`src/rtl/params_pkg.sv`:
```
// -----------------------------------------------------------------------------
// params_pkg
// Shared constants for the qubit coordinate path: table size, coordinate
// widths, image geometry, the power-up coordinate table and the state
// encoding of the table-commit controller.
// -----------------------------------------------------------------------------
package params_pkg;

    localparam int NUM_QUBITS     = 16;
    localparam int COORD_WIDTH    = 8;
    localparam int QUBIT_ID_WIDTH = 4;
    localparam int IMG_WIDTH      = 256;
    localparam int IMG_HEIGHT     = 256;

    // Power-up coordinates. Every entry sits inside the legal window range
    // (1..IMG_WIDTH-2, 2..IMG_HEIGHT-1) so the matcher is usable out of reset.
    localparam logic [COORD_WIDTH-1:0] DEFAULT_QX [NUM_QUBITS] = '{
        8'd8,   8'd23,  8'd38,  8'd53,  8'd68,  8'd83,  8'd98,  8'd113,
        8'd128, 8'd143, 8'd158, 8'd173, 8'd188, 8'd203, 8'd218, 8'd233
    };
    localparam logic [COORD_WIDTH-1:0] DEFAULT_QY [NUM_QUBITS] = '{
        8'd12,  8'd27,  8'd42,  8'd57,  8'd72,  8'd87,  8'd102, 8'd117,
        8'd132, 8'd147, 8'd162, 8'd177, 8'd192, 8'd207, 8'd222, 8'd237
    };

    typedef enum logic [1:0] {
        IDLE     = 2'd0,
        SCAN     = 2'd1,
        WAIT_GAP = 2'd2,
        SWAP     = 2'd3
    } ctrl_state_t;

    // Default lookups that stay defined when a design instance is built with
    // more entries than the default table provides (extra entries reset to 0).
    function automatic int default_qx(input int idx);
        if (idx >= 0 && idx < NUM_QUBITS)
            return int'(DEFAULT_QX[idx[QUBIT_ID_WIDTH-1:0]]);
        return 0;
    endfunction

    function automatic int default_qy(input int idx);
        if (idx >= 0 && idx < NUM_QUBITS)
            return int'(DEFAULT_QY[idx[QUBIT_ID_WIDTH-1:0]]);
        return 0;
    endfunction

endpackage

```
`src/rtl/coord_bounds_check.sv`:
```
// -----------------------------------------------------------------------------
// coord_bounds_check
// Combinational legality test of one qubit centre coordinate. A centre is
// legal when its 3x3 window [x-1..x+1] x [y-2..y] lies fully inside the
// image, i.e. 1 <= x <= IMG_WIDTH-2 and 2 <= y <= IMG_HEIGHT-1.
//
// Ports:
//   i_x, i_y  in   COORD_WIDTH  candidate centre coordinate
//   o_ok      out  1            1 when the window fits inside the image
// -----------------------------------------------------------------------------
module coord_bounds_check #(
    parameter int COORD_WIDTH = 8,
    parameter int IMG_WIDTH   = 256,
    parameter int IMG_HEIGHT  = 256
) (
    input  logic [COORD_WIDTH-1:0] i_x,
    input  logic [COORD_WIDTH-1:0] i_y,
    output logic                   o_ok
);

    localparam logic [31:0] X_MIN = 32'd1;
    localparam logic [31:0] X_MAX = 32'(IMG_WIDTH - 2);
    localparam logic [31:0] Y_MIN = 32'd2;
    localparam logic [31:0] Y_MAX = 32'(IMG_HEIGHT - 1);

    // Compare in 32 bits so the limits never wrap for narrow coordinates.
    logic [31:0] w_x;
    logic [31:0] w_y;

    assign w_x  = 32'(i_x);
    assign w_y  = 32'(i_y);
    assign o_ok = (w_x >= X_MIN) && (w_x <= X_MAX) &&
                  (w_y >= Y_MIN) && (w_y <= Y_MAX);

endmodule

```
`src/rtl/coord_table_ctrl.sv`:
```
// -----------------------------------------------------------------------------
// coord_table_ctrl
// Double-buffered qubit coordinate table. Host writes go to a shadow table.
// A commit scans every shadow entry for window legality, waits for the
// inter-frame gap (i_sync_fval low) and then copies the whole shadow table
// into the active table in a single cycle, so the matcher never sees a
// partial or mid-frame update.
//
// Ports:
//   i_clk, i_rst              clock, synchronous active-high reset
//   i_wr_en/addr/x/y          shadow write (accepted only while idle)
//   o_wr_err                  pulse, cycle after a rejected write
//   i_rd_addr, o_rd_x/y       shadow readback, one cycle latency
//   i_commit                  commit request (ignored while busy)
//   i_sync_fval               frame valid; swap waits for it to be low
//   o_q_x, o_q_y              active table to the matcher
//   o_busy                    controller not idle
//   o_commit_done             pulse when the new active table is visible
//   o_commit_err              pulse when the scan finds an illegal entry
//   o_err_index               first failing entry of the last failed scan
//   o_table_gen               count of completed swaps (mod 256)
// -----------------------------------------------------------------------------
module coord_table_ctrl #(
    parameter int NUM_QUBITS     = params_pkg::NUM_QUBITS,
    parameter int COORD_WIDTH    = params_pkg::COORD_WIDTH,
    parameter int QUBIT_ID_WIDTH = params_pkg::QUBIT_ID_WIDTH,
    parameter int IMG_WIDTH      = 256,
    parameter int IMG_HEIGHT     = 256
) (
    input  logic                      i_clk,
    input  logic                      i_rst,
    input  logic                      i_wr_en,
    input  logic [QUBIT_ID_WIDTH-1:0] i_wr_addr,
    input  logic [COORD_WIDTH-1:0]    i_wr_x,
    input  logic [COORD_WIDTH-1:0]    i_wr_y,
    output logic                      o_wr_err,
    input  logic [QUBIT_ID_WIDTH-1:0] i_rd_addr,
    output logic [COORD_WIDTH-1:0]    o_rd_x,
    output logic [COORD_WIDTH-1:0]    o_rd_y,
    input  logic                      i_commit,
    input  logic                      i_sync_fval,
    output logic [COORD_WIDTH-1:0]    o_q_x [NUM_QUBITS],
    output logic [COORD_WIDTH-1:0]    o_q_y [NUM_QUBITS],
    output logic                      o_busy,
    output logic                      o_commit_done,
    output logic                      o_commit_err,
    output logic [QUBIT_ID_WIDTH-1:0] o_err_index,
    output logic [7:0]                o_table_gen
);

    localparam logic [31:0]               NQ_U   = 32'(NUM_QUBITS);
    localparam logic [QUBIT_ID_WIDTH-1:0] LAST_K = QUBIT_ID_WIDTH'(NUM_QUBITS - 1);

    // ---------------------------------------------------------------------
    // Storage
    // ---------------------------------------------------------------------
    logic [COORD_WIDTH-1:0] r_shadow_x [NUM_QUBITS];
    logic [COORD_WIDTH-1:0] r_shadow_y [NUM_QUBITS];
    logic [COORD_WIDTH-1:0] r_active_x [NUM_QUBITS];
    logic [COORD_WIDTH-1:0] r_active_y [NUM_QUBITS];
    logic [COORD_WIDTH-1:0] w_rst_x    [NUM_QUBITS];
    logic [COORD_WIDTH-1:0] w_rst_y    [NUM_QUBITS];
    logic [NUM_QUBITS-1:0]  w_wr_hit;

    // ---------------------------------------------------------------------
    // Control state
    // ---------------------------------------------------------------------
    params_pkg::ctrl_state_t   r_state;
    logic [QUBIT_ID_WIDTH-1:0] r_k;
    logic                      r_busy;
    logic                      r_wr_err;
    logic                      r_commit_done;
    logic                      r_commit_err;
    logic [QUBIT_ID_WIDTH-1:0] r_err_index;
    logic [7:0]                r_table_gen;
    logic [COORD_WIDTH-1:0]    r_rd_x;
    logic [COORD_WIDTH-1:0]    r_rd_y;

    logic                      w_idle;
    logic                      w_wr_addr_ok;
    logic                      w_rd_addr_ok;
    logic                      w_wr_accept;
    logic                      w_swap;
    logic                      w_scan_ok;
    logic [COORD_WIDTH-1:0]    w_scan_x;
    logic [COORD_WIDTH-1:0]    w_scan_y;

    assign w_idle       = (r_state == params_pkg::IDLE);
    assign w_swap       = (r_state == params_pkg::SWAP);
    assign w_wr_addr_ok = (32'(i_wr_addr) < NQ_U);
    assign w_rd_addr_ok = (32'(i_rd_addr) < NQ_U);
    // Writes are frozen for the whole commit so the scanned contents are
    // exactly the contents that get swapped.
    assign w_wr_accept  = i_wr_en && w_idle && w_wr_addr_ok;

    // ---------------------------------------------------------------------
    // Per-entry reset values, write decode and active-table outputs
    // ---------------------------------------------------------------------
    genvar gi;
    generate
        for (gi = 0; gi < NUM_QUBITS; gi++) begin : g_entry
            assign w_rst_x[gi]  = COORD_WIDTH'(params_pkg::default_qx(gi));
            assign w_rst_y[gi]  = COORD_WIDTH'(params_pkg::default_qy(gi));
            assign w_wr_hit[gi] = w_wr_accept && (32'(i_wr_addr) == 32'(gi));
            assign o_q_x[gi]    = r_active_x[gi];
            assign o_q_y[gi]    = r_active_y[gi];
        end
    endgenerate

    // Shadow and active tables. The active copy happens for all entries on
    // the single SWAP edge, so it is a register bank rather than a RAM.
    always_ff @(posedge i_clk) begin
        for (int i = 0; i < NUM_QUBITS; i++) begin
            if (i_rst) begin
                r_shadow_x[i] <= w_rst_x[i];
                r_shadow_y[i] <= w_rst_y[i];
                r_active_x[i] <= w_rst_x[i];
                r_active_y[i] <= w_rst_y[i];
            end else begin
                if (w_wr_hit[i]) begin
                    r_shadow_x[i] <= i_wr_x;
                    r_shadow_y[i] <= i_wr_y;
                end
                if (w_swap) begin
                    r_active_x[i] <= r_shadow_x[i];
                    r_active_y[i] <= r_shadow_y[i];
                end
            end
        end
    end

    // Registered shadow readback; out-of-range addresses read as zero.
    always_ff @(posedge i_clk) begin
        if (i_rst) begin
            r_rd_x <= '0;
            r_rd_y <= '0;
        end else if (w_rd_addr_ok) begin
            r_rd_x <= r_shadow_x[i_rd_addr];
            r_rd_y <= r_shadow_y[i_rd_addr];
        end else begin
            r_rd_x <= '0;
            r_rd_y <= '0;
        end
    end

    // ---------------------------------------------------------------------
    // Scan: one shared bounds checker, walked across the table by r_k
    // ---------------------------------------------------------------------
    assign w_scan_x = r_shadow_x[r_k];
    assign w_scan_y = r_shadow_y[r_k];

    coord_bounds_check #(
        .COORD_WIDTH (COORD_WIDTH),
        .IMG_WIDTH   (IMG_WIDTH),
        .IMG_HEIGHT  (IMG_HEIGHT)
    ) u_bounds (
        .i_x  (w_scan_x),
        .i_y  (w_scan_y),
        .o_ok (w_scan_ok)
    );

    // ---------------------------------------------------------------------
    // Commit FSM with registered status outputs
    // ---------------------------------------------------------------------
    always_ff @(posedge i_clk) begin
        if (i_rst) begin
            r_state       <= params_pkg::IDLE;
            r_k           <= '0;
            r_busy        <= 1'b0;
            r_wr_err      <= 1'b0;
            r_commit_done <= 1'b0;
            r_commit_err  <= 1'b0;
            r_err_index   <= '0;
            r_table_gen   <= '0;
        end else begin
            r_commit_done <= 1'b0;
            r_commit_err  <= 1'b0;
            r_wr_err      <= i_wr_en && !w_wr_accept;

            case (r_state)
                params_pkg::IDLE: begin
                    if (i_commit) begin
                        r_state <= params_pkg::SCAN;
                        r_k     <= '0;
                        r_busy  <= 1'b1;
                    end
                end

                params_pkg::SCAN: begin
                    if (!w_scan_ok) begin
                        // Abort without touching the active table.
                        r_state      <= params_pkg::IDLE;
                        r_busy       <= 1'b0;
                        r_commit_err <= 1'b1;
                        r_err_index  <= r_k;
                    end else if (r_k == LAST_K) begin
                        r_state <= params_pkg::WAIT_GAP;
                    end else begin
                        r_k <= r_k + 1'b1;
                    end
                end

                params_pkg::WAIT_GAP: begin
                    if (!i_sync_fval) begin
                        r_state <= params_pkg::SWAP;
                    end
                end

                params_pkg::SWAP: begin
                    r_state       <= params_pkg::IDLE;
                    r_busy        <= 1'b0;
                    r_commit_done <= 1'b1;
                    r_table_gen   <= r_table_gen + 8'd1;
                end

                default: begin
                    r_state <= params_pkg::IDLE;
                    r_busy  <= 1'b0;
                end
            endcase
        end
    end

    assign o_busy        = r_busy;
    assign o_wr_err      = r_wr_err;
    assign o_commit_done = r_commit_done;
    assign o_commit_err  = r_commit_err;
    assign o_err_index   = r_err_index;
    assign o_table_gen   = r_table_gen;
    assign o_rd_x        = r_rd_x;
    assign o_rd_y        = r_rd_y;

endmodule
```
`config.mk`:
```
export PLATFORM = sky130hd
export DESIGN_NAME = coord_table_ctrl
export DESIGN_NICKNAME = d
export VERILOG_FILES = /design/src/rtl/params_pkg.sv /design/src/rtl/coord_bounds_check.sv /design/src/rtl/coord_table_ctrl.sv
export SDC_FILE = /design/constraint.sdc
export NUM_CORES = 1
export LEC_CHECK = 0
export CORE_UTILIZATION = 50
export DETAILED_ROUTE_END_ITERATION = 8
export PLACE_DENSITY = 0.75
export SLEW_MARGIN = 15
export SYNTH_ARGS = -nofsm -noshare
export SYNTH_HDL_FRONTEND = slang
export SYNTH_SLANG_ARGS = --single-unit
```
`constraint.sdc`:
```
create_clock -name i_clk -period 8.1 [get_ports i_clk]
set_clock_uncertainty 0.15 [all_clocks]
set_input_delay 1.62 -clock i_clk [delete_from_list [all_inputs] [get_ports i_clk]]
set_output_delay 1.62 -clock i_clk [all_outputs]
set_load 0.02 [all_outputs]
```
# ---- Word level (Yosys, flattened, before mapping)
# Memory sizes are Yosys's and may differ from the RTL's. A register that Yosys moved wholly into a read port is not among the register bits.
# Cells that the tools add are included.
dict set report totals {
  reg_bits 22
  ramBits 512
  output_inout_bits 288
  wordCells 274
  mem_count 4
}
# memory depth width rd rd_ports_with_merged_regs wr line_no
set mem_list {}
lappend mem_list {r_active_x 16 8 16 0 16 coord_table_ctrl.sv:59} ;# logic [COORD_WIDTH-1:0] r_active_x [NUM_QUBITS];
lappend mem_list {r_active_y 16 8 16 0 16 coord_table_ctrl.sv:60} ;# logic [COORD_WIDTH-1:0] r_active_y [NUM_QUBITS];
lappend mem_list {r_shadow_x 16 8 18 2 16 coord_table_ctrl.sv:57} ;# logic [COORD_WIDTH-1:0] r_shadow_x [NUM_QUBITS];
lappend mem_list {r_shadow_y 16 8 18 2 16 coord_table_ctrl.sv:58} ;# logic [COORD_WIDTH-1:0] r_shadow_y [NUM_QUBITS];
dict set report classes {
  addsub 2
  order_cmp 4
  n_eq_ne 25
  n_mux 134
  bitwise_logic 66
  n_reduce_logical 31
}
# op n
set ops {}
lappend ops {{$mux W8} 64}
lappend ops {{$or A1 B1 Y1} 64}
lappend ops {{$mux W1} 56}
lappend ops {{$eq A4 B4 Y1 const B} 9}
lappend ops {{$mux W4} 7}
lappend ops {{$logic_and A1 B1 Y1} 21}
lappend ops {{$eq A4 B3 Y1 const B} 4}
lappend ops {{$le A8 B8 Y1 const B} 2}
lappend ops {{$ne A2 B2 Y1 const B} 5}
lappend ops {{$add A8 B1 Y8 const B} 1}
lappend ops {{$eq A4 B2 Y1 const B} 2}
lappend ops {{$ge A8 B1 Y1 const B} 1}
lappend ops {{$ge A8 B2 Y1 const B} 1}
lappend ops {{$mux W2} 4}
lappend ops {{$pmux W2 S4} 1}
lappend ops {{$pmux W4 S2} 1}
lappend ops {{$reduce_and A3 Y1} 2}
lappend ops {{$add A4 B1 Y4 const B} 1}
lappend ops {{$eq A2 B2 Y1 const B} 2}
lappend ops {{$eq A4 B1 Y1 const B} 1}
lappend ops {{$logic_not A4 Y1} 1}
lappend ops {{$reduce_and A4 Y1} 1}
lappend ops {{$ne A3 B3 Y1 const B} 1}
lappend ops {{$pmux W1 S3} 1}
lappend ops {{other kinds (8)} 9}

# ---- Longest topological paths before layout
dict set report depth {
  depth_word 8
  mapped_depth 12
  ltp_nobuf 8
}

# ---- Modules after synthesis
# From an unflattened synthesis, not the netlist that was laid out.
dict set report unflattened {
  hier_cells 1697
  hier_area_um2 24542.3
}
# mod n_inst cells_per_inst area_per_inst_um2
set modules_own_cells {}
lappend modules_own_cells {coord_table_ctrl 1 1689 24486.0}
lappend modules_own_cells {coord_bounds_check 1 8 56.3}

# ---- Worst setup path before layout
# No wires, ideal clock.
dict set report synth_timing {
  path_type {input -> register}
  start {input port i_rst}
  end {memory r_active_x[0][0] (enable)}
  arrival_time_ns 5.301
  t_required_ns 7.439
  setup_slack_ns 2.138
  stages 3
  path_cell_list {clkbuf_1 clkbuf_1 or2_2}
}
# item line_no
set synth_lines {}
lappend synth_lines {{start: declaration} coord_table_ctrl.sv:31} ;# input logic i_rst,
lappend synth_lines {{end: declaration} coord_table_ctrl.sv:59}

==> results.md <==
* VDD IR max at 0.000148 V
* DP Wirelength at approximately 46000 um
* Reg clk slew, reported paths at 0.06 ns
* Worst Setup EP: r_state[0]
* Reg2reg end: r_state[0]
* Worst r2r path cells at 8
* Final setup viols at 0
* Fraction of layout cells with a size suffix above 1 at between 10% and 20%
* Yosys top cell area share at ~64%
* Flop pwr share at around 52%
* CP Data Required Time at approximately 8.5 ns
* CTS Buf Count at 55
* P_leak at roughly 9 nW
* Internal power consumption at 0.00483 W
* Initial Util at between 50 and 60%
* CTS tree: done
* Sw Ratio at between 20 and 25%
* Nets@finish at 1879
* Hold_buf cts at 0
* P_sw at between 0.001 and 0.0015 W
* Total Wirelength at between 60000 and 70000 um
* Crit path DAT at between 5 and 6 ns
* Delay-heaviest family, CP: simple AND/OR/NAND/NOR gates
* Netlist cell types at a little over 50
* Clk Latency, worst-skew pair at between 0.6 and 0.7 ns
* Crit start category: flop
* Reg-to-reg slack, setup at 3.33 ns
* Synthesized flop and latch total at around 550
* Fill cells at about 3400
* Post-synth EDFFs at ~510
* Largest net degree at the start of global routing at around 160
* Synthesis-to-layout area growth at 22.8%
* GRT overflow at 0
* Relative max-transition margin at between 20% and 30%
* Clock power share at 40.9%
* Hold path cells at 2
* Fin Setup TNS at 0 ns
* Vias/cell at between 6 and 7
* Worst hold slack at 0.350 ns
* Leading area contributor after synthesis: edfxtp_1
* Buf/Inv on CP at 1
* GR Util All Layers at a little over a quarter
* Mean Syn Cell Area at ~15 sq um
* DR WL/cell at 26.5 um
* Most common cell after layout, fill and taps aside: edfxtp_1
* Worst setup EP type: flop
* Most used cell, CP: mux4_2
* Most frequent cells in the layout: 512 x edfxtp_1, 313 x clkdlybuf4s50_1, 267 x and2_1, 129 x nand2b_1, 125 x or3_1
* Gate Count Post-Synth at roughly 1600
* Max-cap violation count at 0
* Post-CTS setup buffer count at 0
* Synth top area cells: edfxtp_1 64%, mux4_2 9.9%, and2_1 7.0%
* DRC Markers at 0
* Pwr dens at approximately 210 nW/um^2
* Vias in the first global route at roughly 15000
* Synth async-reset ratio at 0%
* Crit path depth at 8
* # rows at approximately 80
* Status: finished, final reports clean
* Min cycle time layout at around 4.8 ns
* Clk sink count at approximately 550
* Yosys warnings at 0
* CTS H-Tree Depth at 2
* Crit Path Category: flop to flop
* CP cell instances: buf_4, mux4_2, mux4_2, and2_0, and4_1, nor4_2, nand3_1, a221oi_1
* IO Port Bufs at 316
* Final Hold Viols at 0
* Post-synth top flop: edfxtp_1
* Syn nets at approximately 1600
* Chip height at 221 um
* Final Power at 0.00623 W
* Logic pwr share at slightly above 7%
* Boundary pin count at roughly 320
* Worst Path Max Fanout at 36
* Initial antenna violation count at 4
* Quantity of gates resized following cts at 0
* Crit-path max cell delay at slightly below 0.9 ns
* Synth Cell Area at roughly 24000 sq um
* RSZ-0062 raised after global routing: no
* Worst Tran Pin Value at between 1 and 1.5 ns
* Post-route ant nets at 0
* CP max stage cell: nor4_2
* DIE AREA at between 40000 and 50000 sq um
* Worst min-delay path class: flop to flop
* Die Width at between 200 and 250 um
* Max-slew violation count at 0
* Starting DRT DRC Count at roughly 2000
* Achievable Freq at about 0.21 GHz
* First-pass DRT Iterations at 6
* CTS root buf: clkbuf_16
* CTS max path bufs at 3
* Final period util at between 50% and 60%
* Register area share after synthesis at 67.5%
* First-pass GRT wire length at between 90000 and 100000 um
* GP Congestion at 0.915
* Core ar. at 47000 sq um
* Vias at between 15000 and 20000
==> cell families after synthesis <==
family | share of synthesized area [%]
AO/OA/AOI/OAI | 2.28
XOR/XNOR | 0.182
adder cells (fa/ha/maj) | 0.313
buffers and inverters | 2.05
flip-flops | 67.5
multiplexers | 10.7
AND/OR/NAND/NOR | 16.9
==> metal layers <==
metal  vias to the layer above  routed length (um)  global-route usage [%]
met4                         2                1980                    9.18
li1                       6434                   -                       -
met2                       878               31700                    42.8
met3                       128                7080                    6.47
met5                         -                  14                       0
met1                      7605               25600                    36.7
==> final cells by class <==
class | count | area, sq um | share of cell area (%)
Multi-Input combinational cell | 884 | 7320 | 24.8
Tap cell | 607 | 759 | 2.58
Clock buffer | 76 | 1560 | 5.28
Timing Repair Buffer | 342 | 3360 | 11.4
Sequential cell | 554 | 16200 | 55.0
Clock inverter | 27 | 241 | 0.819
Inverter | 7 | 26.3 | 0.0891
Antenna cell | 2 | 5.00 | 0.0170
==> worst min path at each step <==
stage | slack [ns] | to | startpoint
final | 0.35 | o_err_index[3] | r_k[3]
after global routing | 0.37 | o_err_index[3] | o_err_index[3]
after CTS | 0.35 | o_err_index[3] | r_k[3]
after detailed placement | 0.33 | o_err_index[3] | o_err_index[3]
after global placement | 0.32 | o_table_gen[7] | o_table_gen[7]
after floorplan | 0.31 | o_err_index[1] | r_k[1]
==> worst min-delay path: stages (launching register included) <==
cell and delay [ns]:
dfxtp_1 0.34, nand2_1 0.07, a21oi_1 0.05
==> through the flow <==
step | utilization, % | setup WS, ns | area [sq um] | cells
2_1_floorplan | - | 2.14 | 24000 | 1563
5_1_grt | 62.8 | 3.19 | 29500 | 2497
4_1_cts | 62.8 | 3.44 | 29500 | 2497
3_5_place_dp | 59.0 | 2.95 | 27700 | 2394
3_3_place_gp | 59.0 | 3.05 | 27700 | 2394
6_report | 62.8 | 3.33 | 29500 | 2499
==> state kept, by name, indices dropped and copies added (netlist names), 4 cells and up, named ones only <==
register / flops
r_k: 4
o_rd_y: 8
o_err_index: 4
r_active_x: 128
r_shadow_y: 128
r_shadow_x: 128
o_table_gen: 8
o_rd_x: 8
r_active_y: 128
==> cell usage after synthesis (all sizes together), types with 20 or more instances <==
cell type	count
clkbuf	97
and2	268
nor2	33
nand2	23
or3	125
a21oi	20
buf	21
nand2b	129
mux4	106
edfxtp	512
nor2b	22
dfxtp	42
nor4	24
==> power groups by stage <==
stage,Combinational [W],Clock (W),Sequential (W)
after floorplan,0.000225,0,0.00332
after global placement,0.000429,0,0.00330
after detailed placement,0.000437,0,0.00330
after CTS,0.000439,0.00257,0.00324
after global routing,0.000463,0.00268,0.00324
final,0.000441,0.00255,0.00324
(Power assumes the default switching activity.)
